File: src/rtl/neuron_seq_mac.sv
// neuron_seq_mac: time-multiplexed fixed-point neuron, one multiplier reused per input,
// weight/bias register file, saturating output with optional ReLU and valid/ready handshake.
module neuron_seq_mac #(
    parameter int SIG_SIZE    = 16,
    parameter int WEIGHT_SIZE = 16,
    parameter int NUM_INPUTS  = 8,
    parameter int FRAC_BITS   = 15,
    parameter int ACC_SIZE    = 24,
    parameter int OUT_SIZE    = 16
) (
    input  logic                               CLOCK_N,
    input  logic                               RESET,
    input  logic                               WB_EN,
    input  logic [$clog2(NUM_INPUTS+1)-1:0]    WB_ADDR,
    input  logic [WEIGHT_SIZE-1:0]             WB_DATA,
    input  logic                               START,
    input  logic [NUM_INPUTS*SIG_SIZE-1:0]     NEURON_IN,
    input  logic                               ACT_MODE,
    input  logic                               OUT_READY,
    output logic                               BUSY,
    output logic                               OUT_VALID,
    output logic [OUT_SIZE-1:0]                NEURON_OUT,
    output logic                               SAT_FLAG
);
    localparam int AW = $clog2(NUM_INPUTS + 1);
    localparam int PW = SIG_SIZE + WEIGHT_SIZE;
    localparam logic signed [ACC_SIZE-1:0] OMAX = {{(ACC_SIZE-OUT_SIZE+1){1'b0}}, {(OUT_SIZE-1){1'b1}}};
    localparam logic signed [ACC_SIZE-1:0] OMIN = ~OMAX;

    typedef enum logic [1:0] {IDLE, MAC, FINISH, DONE} state_t;

    state_t                         state_q, state_d;
    logic signed [WEIGHT_SIZE-1:0]  w_q [NUM_INPUTS+1];
    logic signed [WEIGHT_SIZE-1:0]  w_d [NUM_INPUTS+1];
    logic [NUM_INPUTS*SIG_SIZE-1:0] in_q, in_d;
    logic                           relu_q, relu_d;
    logic signed [ACC_SIZE-1:0]     acc_q, acc_d;
    logic [AW-1:0]                  k_q, k_d;
    logic [OUT_SIZE-1:0]            out_q, out_d;
    logic                           valid_q, valid_d;
    logic                           sat_q, sat_d;
    logic signed [PW-1:0]           prod, shifted;
    logic signed [ACC_SIZE-1:0]     term;
    logic [OUT_SIZE-1:0]            clamped;
    logic                           hi, lo;

    // Inputs are consumed from a shift register, so the current tap is always the low word.
    always_comb begin
        prod    = $signed(in_q[SIG_SIZE-1:0]) * w_q[k_q];
        shifted = prod >>> FRAC_BITS;
        term    = ACC_SIZE'(shifted);
        hi      = acc_q > OMAX;
        lo      = acc_q < OMIN;
        clamped = hi ? OMAX[OUT_SIZE-1:0] : lo ? OMIN[OUT_SIZE-1:0] : acc_q[OUT_SIZE-1:0];
        state_d = state_q;
        w_d     = w_q;
        in_d    = in_q;
        relu_d  = relu_q;
        acc_d   = acc_q;
        k_d     = k_q;
        out_d   = out_q;
        valid_d = valid_q;
        sat_d   = sat_q;
        case (state_q)
            IDLE: begin
                if (WB_EN && WB_ADDR <= AW'(NUM_INPUTS))
                    w_d[WB_ADDR] = WB_DATA;
                if (START) begin
                    state_d = MAC;
                    in_d    = NEURON_IN;
                    relu_d  = ACT_MODE;
                    acc_d   = ACC_SIZE'(w_d[NUM_INPUTS]);
                    k_d     = '0;
                end
            end
            MAC: begin
                acc_d   = acc_q + term;
                k_d     = k_q + 1'b1;
                in_d    = in_q >> SIG_SIZE;
                state_d = (k_q == AW'(NUM_INPUTS - 1)) ? FINISH : MAC;
            end
            FINISH: begin
                out_d   = (relu_q && clamped[OUT_SIZE-1]) ? '0 : clamped;
                sat_d   = hi | lo;
                valid_d = 1'b1;
                state_d = DONE;
            end
            default: begin
                if (OUT_READY) begin
                    valid_d = 1'b0;
                    state_d = IDLE;
                end
            end
        endcase
    end

    always_ff @(negedge CLOCK_N or posedge RESET) begin
        if (RESET) begin
            state_q <= IDLE;
            w_q     <= '{default: '0};
            in_q    <= '0;
            relu_q  <= 1'b0;
            acc_q   <= '0;
            k_q     <= '0;
            out_q   <= '0;
            valid_q <= 1'b0;
            sat_q   <= 1'b0;
        end else begin
            state_q <= state_d;
            w_q     <= w_d;
            in_q    <= in_d;
            relu_q  <= relu_d;
            acc_q   <= acc_d;
            k_q     <= k_d;
            out_q   <= out_d;
            valid_q <= valid_d;
            sat_q   <= sat_d;
        end
    end

    assign BUSY       = state_q != IDLE;
    assign OUT_VALID  = valid_q;
    assign NEURON_OUT = out_q;
    assign SAT_FLAG   = sat_q;
endmodule

File: config.mk
export PLATFORM = sky130hd
export DESIGN_NAME = neuron_seq_mac
export DESIGN_NICKNAME = d
export VERILOG_FILES = /design/src/rtl/neuron_seq_mac.sv
export SDC_FILE = /design/constraint.sdc
export NUM_CORES = 1
export LEC_CHECK = 0
export CAP_MARGIN = 10
export CORE_MARGIN = 10
export CORE_UTILIZATION = 55
export DETAILED_ROUTE_END_ITERATION = 12
export DONT_BUFFER_PORTS = 1
export GPL_ROUTABILITY_DRIVEN = 0
export PLACE_DENSITY = 0.68
export SLEW_MARGIN = 20
export SYNTH_ARGS = -nofsm -noshare
export SYNTH_HDL_FRONTEND = slang
export SYNTH_SLANG_ARGS = --single-unit
File: constraint.sdc
create_clock -name CLOCK_N -period 14.36 [get_ports CLOCK_N]
set_input_delay 3.59 -clock CLOCK_N [delete_from_list [all_inputs] [get_ports CLOCK_N]]
set_output_delay 3.59 -clock CLOCK_N [all_outputs]
set_load 0.02 [all_outputs]
[After elaboration in Yosys (flattened, before gate mapping)]
Cells that the tools add are included.
Storage, ports and cells
  flip-flop bits (word level): 321
  input port bits: 154
  output and inout bits: 19
  logic and storage cells: 70
Cells by class
  add/subtract/negate cells: 2
  multipliers: 1
  $lt $le $gt $ge: 6
  equal/unequal tests: 4
  muxes and demuxes: 22
  bitwise logic cells: 4
  reductions and logical operators: 14
Operators by type and width (count)
  one-hot mux 128 bit (2 select lines): 1
  bitwise mux 144 bit: 1
  2-to-1 mux 128 bit: 1
  2-to-1 mux 16 bit: 7
  binary-select mux 16 bit (select 4 bit): 1
  demux 16 bit (select 4 bit): 1
  one-hot mux 24 bit (2 select lines): 1
  multiplier 16 x 16 -> 32 bit: 1
  adder 24 x 17 -> 24 bit: 1
  greater-than comparator 24 x 16 -> 1 bit, second input constant: 1
  less-than comparator 24 x 16 -> 1 bit, second input constant: 1
  2-to-1 mux 24 bit: 1
  greater-or-equal comparator 5 bit, second input constant: 2
  NOT 4 -> 5 bit: 2
  AND reduction 2 bit: 5
  one-hot mux 4 bit (2 select lines): 1
  2-to-1 mux 2 bit: 3
  one-hot mux 2 bit (3 select lines): 1
  nonzero test 2 bit: 3
  less-than comparator 5 x 1 -> 1 bit, second input constant: 1
  adder 4 x 1 -> 4 bit, second input constant: 1
  equality test 4 x 3 -> 1 bit, second input constant: 1
  less-or-equal comparator 4 bit, second input constant: 1
  2-to-1 mux 4 bit: 1
  other kinds (11): 13

[Depth between registers and ports, before layout]
  word-level depth: 9
  mapped depth: 43
  depth with buffers taken out: 39

==> impl.org <==
** Status
- The flow ran to the end, and the final reports show no timing, DRC or antenna violations.

** Synthesis
- Of the total synthesized cell area, the portion taken by full adders, half adders and majority gates is 27.0%.
- sky130_fd_sc_hd__dfrtn_1 takes more of the synthesized area than any other cell.
- Portion of the post-synthesis area used by sequential elements :: 33.1%
- Async SR Flop Fraction :: 100%
- Synth unique cells :: 62
- When the netlist entered floorplanning its net count stood at 2896.
- Multiplexer share of the synthesized area :: 10.9%
- Post-synthesis cell area :: 24300 um2
- Xor and xnor fraction of the mapped netlist area :: 1.73%
- Top cells by area, synth :: sky130_fd_sc_hd__dfrtn_1, sky130_fd_sc_hd__fa_1, sky130_fd_sc_hd__mux2_2
- Area fraction of the dominant cell type after synthesis :: 33.1%
- Mean area per synthesized cell :: 10.2 um2
- Total of flip-flops plus latches after synthesis :: 321
- Of the total synthesized cell area, the portion taken by AND, OR, NAND and NOR gates is 12.6%.
- The synthesized netlist devotes 7.98% of its cell area to compound gates.
- Main synth FF type :: sky130_fd_sc_hd__dfrtn_1
- The Yosys step of the flow raised 0 warnings.
- Post-synthesis cell count :: 2374
- After synthesis, the largest family of logic cells by area is adder cells.
- EDFF count, synth :: 0

** Clock tree
- No sink is reached through more buffers than the 3 on the longest clock path.
- At the later pin of the worst-skew pair, clock insertion delay measures approximately 0.54 ns.
- Post-CTS setup buffers :: 0
- Clock input transition at the sequential cells of the worst setup and hold paths :: approximately 0.040 ns
- Clock H-tree levels :: 2
- Clock tree synthesis inserted a total of 35 buffers.
- TritonCTS built the clock tree.
- Root Buffer Master :: sky130_fd_sc_hd__clkbuf_16
- The number of gates resized after CTS was 0.
- The clock net in this run drives a total of 321 sinks.
- Buffers inserted to repair hold after CTS numbered 0.

** Timing
- At the pin with the least slew margin, the transition time is 1.02 ns.
- Setup repair after global routing left no endpoint under its margin.
- Clock Skew :: 0.0162 ns
- Max-slew violation count :: 0
- Headroom to the max-slew limit came out at 32.0%.
- Final Hold Fails :: 0
- Setup violations remaining at the end of the flow were counted as 0.

** Route
- DRT antenna net count :: 0
- Wires add up to approximately 60000 um.
- After detailed routing, the number of vias per cell comes to 5.75.
- Detailed-routing iteration count for the pre-antenna-repair pass :: 5
- Post-route DRC :: 0
- In the final routed layout, each cell accounts on average for 20.6 um.
- Across all layers, the routed design uses 16800 vias.
- For this block, the initial DRC count from the detailed router was 1178.

** Finish
- Util after Layout :: between 60% and 70%
- From synthesis to final layout, the design area changed by 7.15%.
- After the last flow step, the layout net total stands at 2827.
- Cells with a size suffix above 1 make up 12.4% of the layout.
- Most common cell after layout, fill and taps aside :: sky130_fd_sc_hd__dfrtn_1
- Most frequent cells in the layout :: sky130_fd_sc_hd__dfrtn_1, sky130_fd_sc_hd__inv_1, sky130_fd_sc_hd__nor2_1
- 0 antenna diodes ended up in the layout.

** Die
- The floorplan step defined a die boundary enclosing 53000 um2.
- Height of the die :: about 230 um
- Measured along the x axis, the die boundary spans 230 um.
- Rows :: 76
- Ports :: ~170
- In this run the standard cell core region covers 43400 um2.
- Initial core utilization :: 56.0%

** Global routing
- The number of global-route vias before repair came to roughly 18000.
- Entering global routing, the biggest net connects 147 pins.
- Summed over all layers, the global routing overflow is 0.
- Gr usage total :: between 20 and 25%
- Number of antenna violations at the first check in global routing :: 0
- First-pass GRT wire length :: a little under 100000 um

** Place
- Buffers placed on the I/O ports in this run total 0.
- DP HPWL :: between 40000 and 50000 um

** Min path
- Worst min-delay path class :: reg -> reg

** Setup path
- The setup check on the worst reg-to-reg path leaves a slack of 2.53 ns.
- STA classifies the critical path endpoint as a primary output.
- For the worst setup path, the data arrival time is 8.82 ns.
- Kind of critical path :: reg -> out
- Of all nets on the critical path, the largest fanout is 8.
- The worst setup path is launched from a register.
- Required @ worst endpoint :: 10.77 ns

** Job
- Max-cap violation count :: 0
[cell type report]
| class | count | area, um2 |
|---|---|---|
| fill | 3654 | 17300 |
| multi-input combinational | 1623 | 14700 |
| sequential | 321 | 8030 |
| inverter | 298 | 1120 |
| clock buffer | 45 | 973 |
| tap | 585 | 732 |
| clock inverter | 17 | 251 |
| timing repair buffer | 26 | 220 |
[metrics by stage]
| step | setup slack, ns | cells | setup TNS (ns) | hold WS (ns) | cell area [um2] |
|---|---|---|---|---|---|
| 2_1_floorplan | -0.523 | 2374 | -167.85 | 0.427 | 24300 |
| 3_3_place_gp | 1.72 | 2853 | 0 | 0.436 | 24800 |
| 3_5_place_dp | 1.71 | 2853 | 0 | 0.446 | 24800 |
| 4_1_cts | 1.93 | 2915 | 0 | 0.447 | 26000 |
| 5_1_grt | 1.87 | 2915 | 0 | 0.462 | 26000 |
| 6_report | 1.95 | 2915 | 0 | 0.443 | 26000 |
[path summary, 6_finish.rpt]
| kind | startpoint | to | cells past startpoint |
|---|---|---|---|
| max reg2reg | k_q[0] | acc_q[23] | 33 |
| min | in_q[24] | in_q[24] | 2 |
| max | state_q[0] | BUSY | 2 |
| max in group asynchronous | RESET | in_q[6] | 2 |
| min reg2reg | in_q[24] | in_q[24] | 2 |
| min in group asynchronous | RESET | NEURON_OUT[8] | 1 |
[synthesized netlist by cell type, types with 3 or more instances]
master	n
sky130_fd_sc_hd__clkbuf_1	115
sky130_fd_sc_hd__a211oi_1	6
sky130_fd_sc_hd__fa_1	262
sky130_fd_sc_hd__a21o_1	12
sky130_fd_sc_hd__o21bai_1	4
sky130_fd_sc_hd__mux2i_1	33
sky130_fd_sc_hd__ha_1	106
sky130_fd_sc_hd__a31oi_1	3
sky130_fd_sc_hd__nand4_1	6
sky130_fd_sc_hd__buf_2	5
sky130_fd_sc_hd__nor4_1	3
sky130_fd_sc_hd__a21oi_1	34
sky130_fd_sc_hd__o21ai_1	4
sky130_fd_sc_hd__nor3_1	12
sky130_fd_sc_hd__nor2b_1	4
sky130_fd_sc_hd__mux4_2	30
sky130_fd_sc_hd__inv_1	298
sky130_fd_sc_hd__buf_1	11
sky130_fd_sc_hd__o31ai_1	3
sky130_fd_sc_hd__nand3b_1	3
sky130_fd_sc_hd__dfrtn_1	321
sky130_fd_sc_hd__o21ai_0	76
sky130_fd_sc_hd__mux2_2	145
sky130_fd_sc_hd__nand3_1	17
sky130_fd_sc_hd__and2_1	124
sky130_fd_sc_hd__xnor2_1	29
sky130_fd_sc_hd__nor3b_1	3
sky130_fd_sc_hd__o21a_1	6
sky130_fd_sc_hd__nor2_1	282
sky130_fd_sc_hd__or2_2	4
sky130_fd_sc_hd__a221o_1	3
sky130_fd_sc_hd__nand2b_1	4
sky130_fd_sc_hd__nand2_1	222
sky130_fd_sc_hd__o22ai_1	113
sky130_fd_sc_hd__o211ai_1	19
sky130_fd_sc_hd__xor2_1	19
[kinds of logic (layout without fill, tap and decap cells)]
family,count (synthesis),count (layout)
AND/OR/NAND/NOR,694,694
flip-flops,321,321
adder cells (fa/ha/maj),368,368
AO/OA/AOI/OAI,305,305
multiplexers,208,208
buffers and inverters,430,386
XOR/XNOR,48,48
[registers in the layout (all words and copies together) (netlist names)]
signal and flops:
NEURON_OUT 16, OUT_VALID 1, k_q 4, in_q 128, state_q 2, SAT_FLAG 1, acc_q 24, relu_q 1
w_q 144
[critical path: stages (launching register included)]
cell and delay, ns:
sky130_fd_sc_hd__dfrtn_1 0.56, sky130_fd_sc_hd__nor2_1 0.15, sky130_fd_sc_hd__inv_1 0.38
[layer usage]
metal  global-route usage [%]  share of wire (%)
met3                     4.47                6.4
met2                     38.5                 50
met4                     6.76                2.7
met1                     29.2                 41
met5                        0                  0
Power is not shown: default switching activity piles up to over one toggle a cycle in this logic, so the estimate is an artifact.
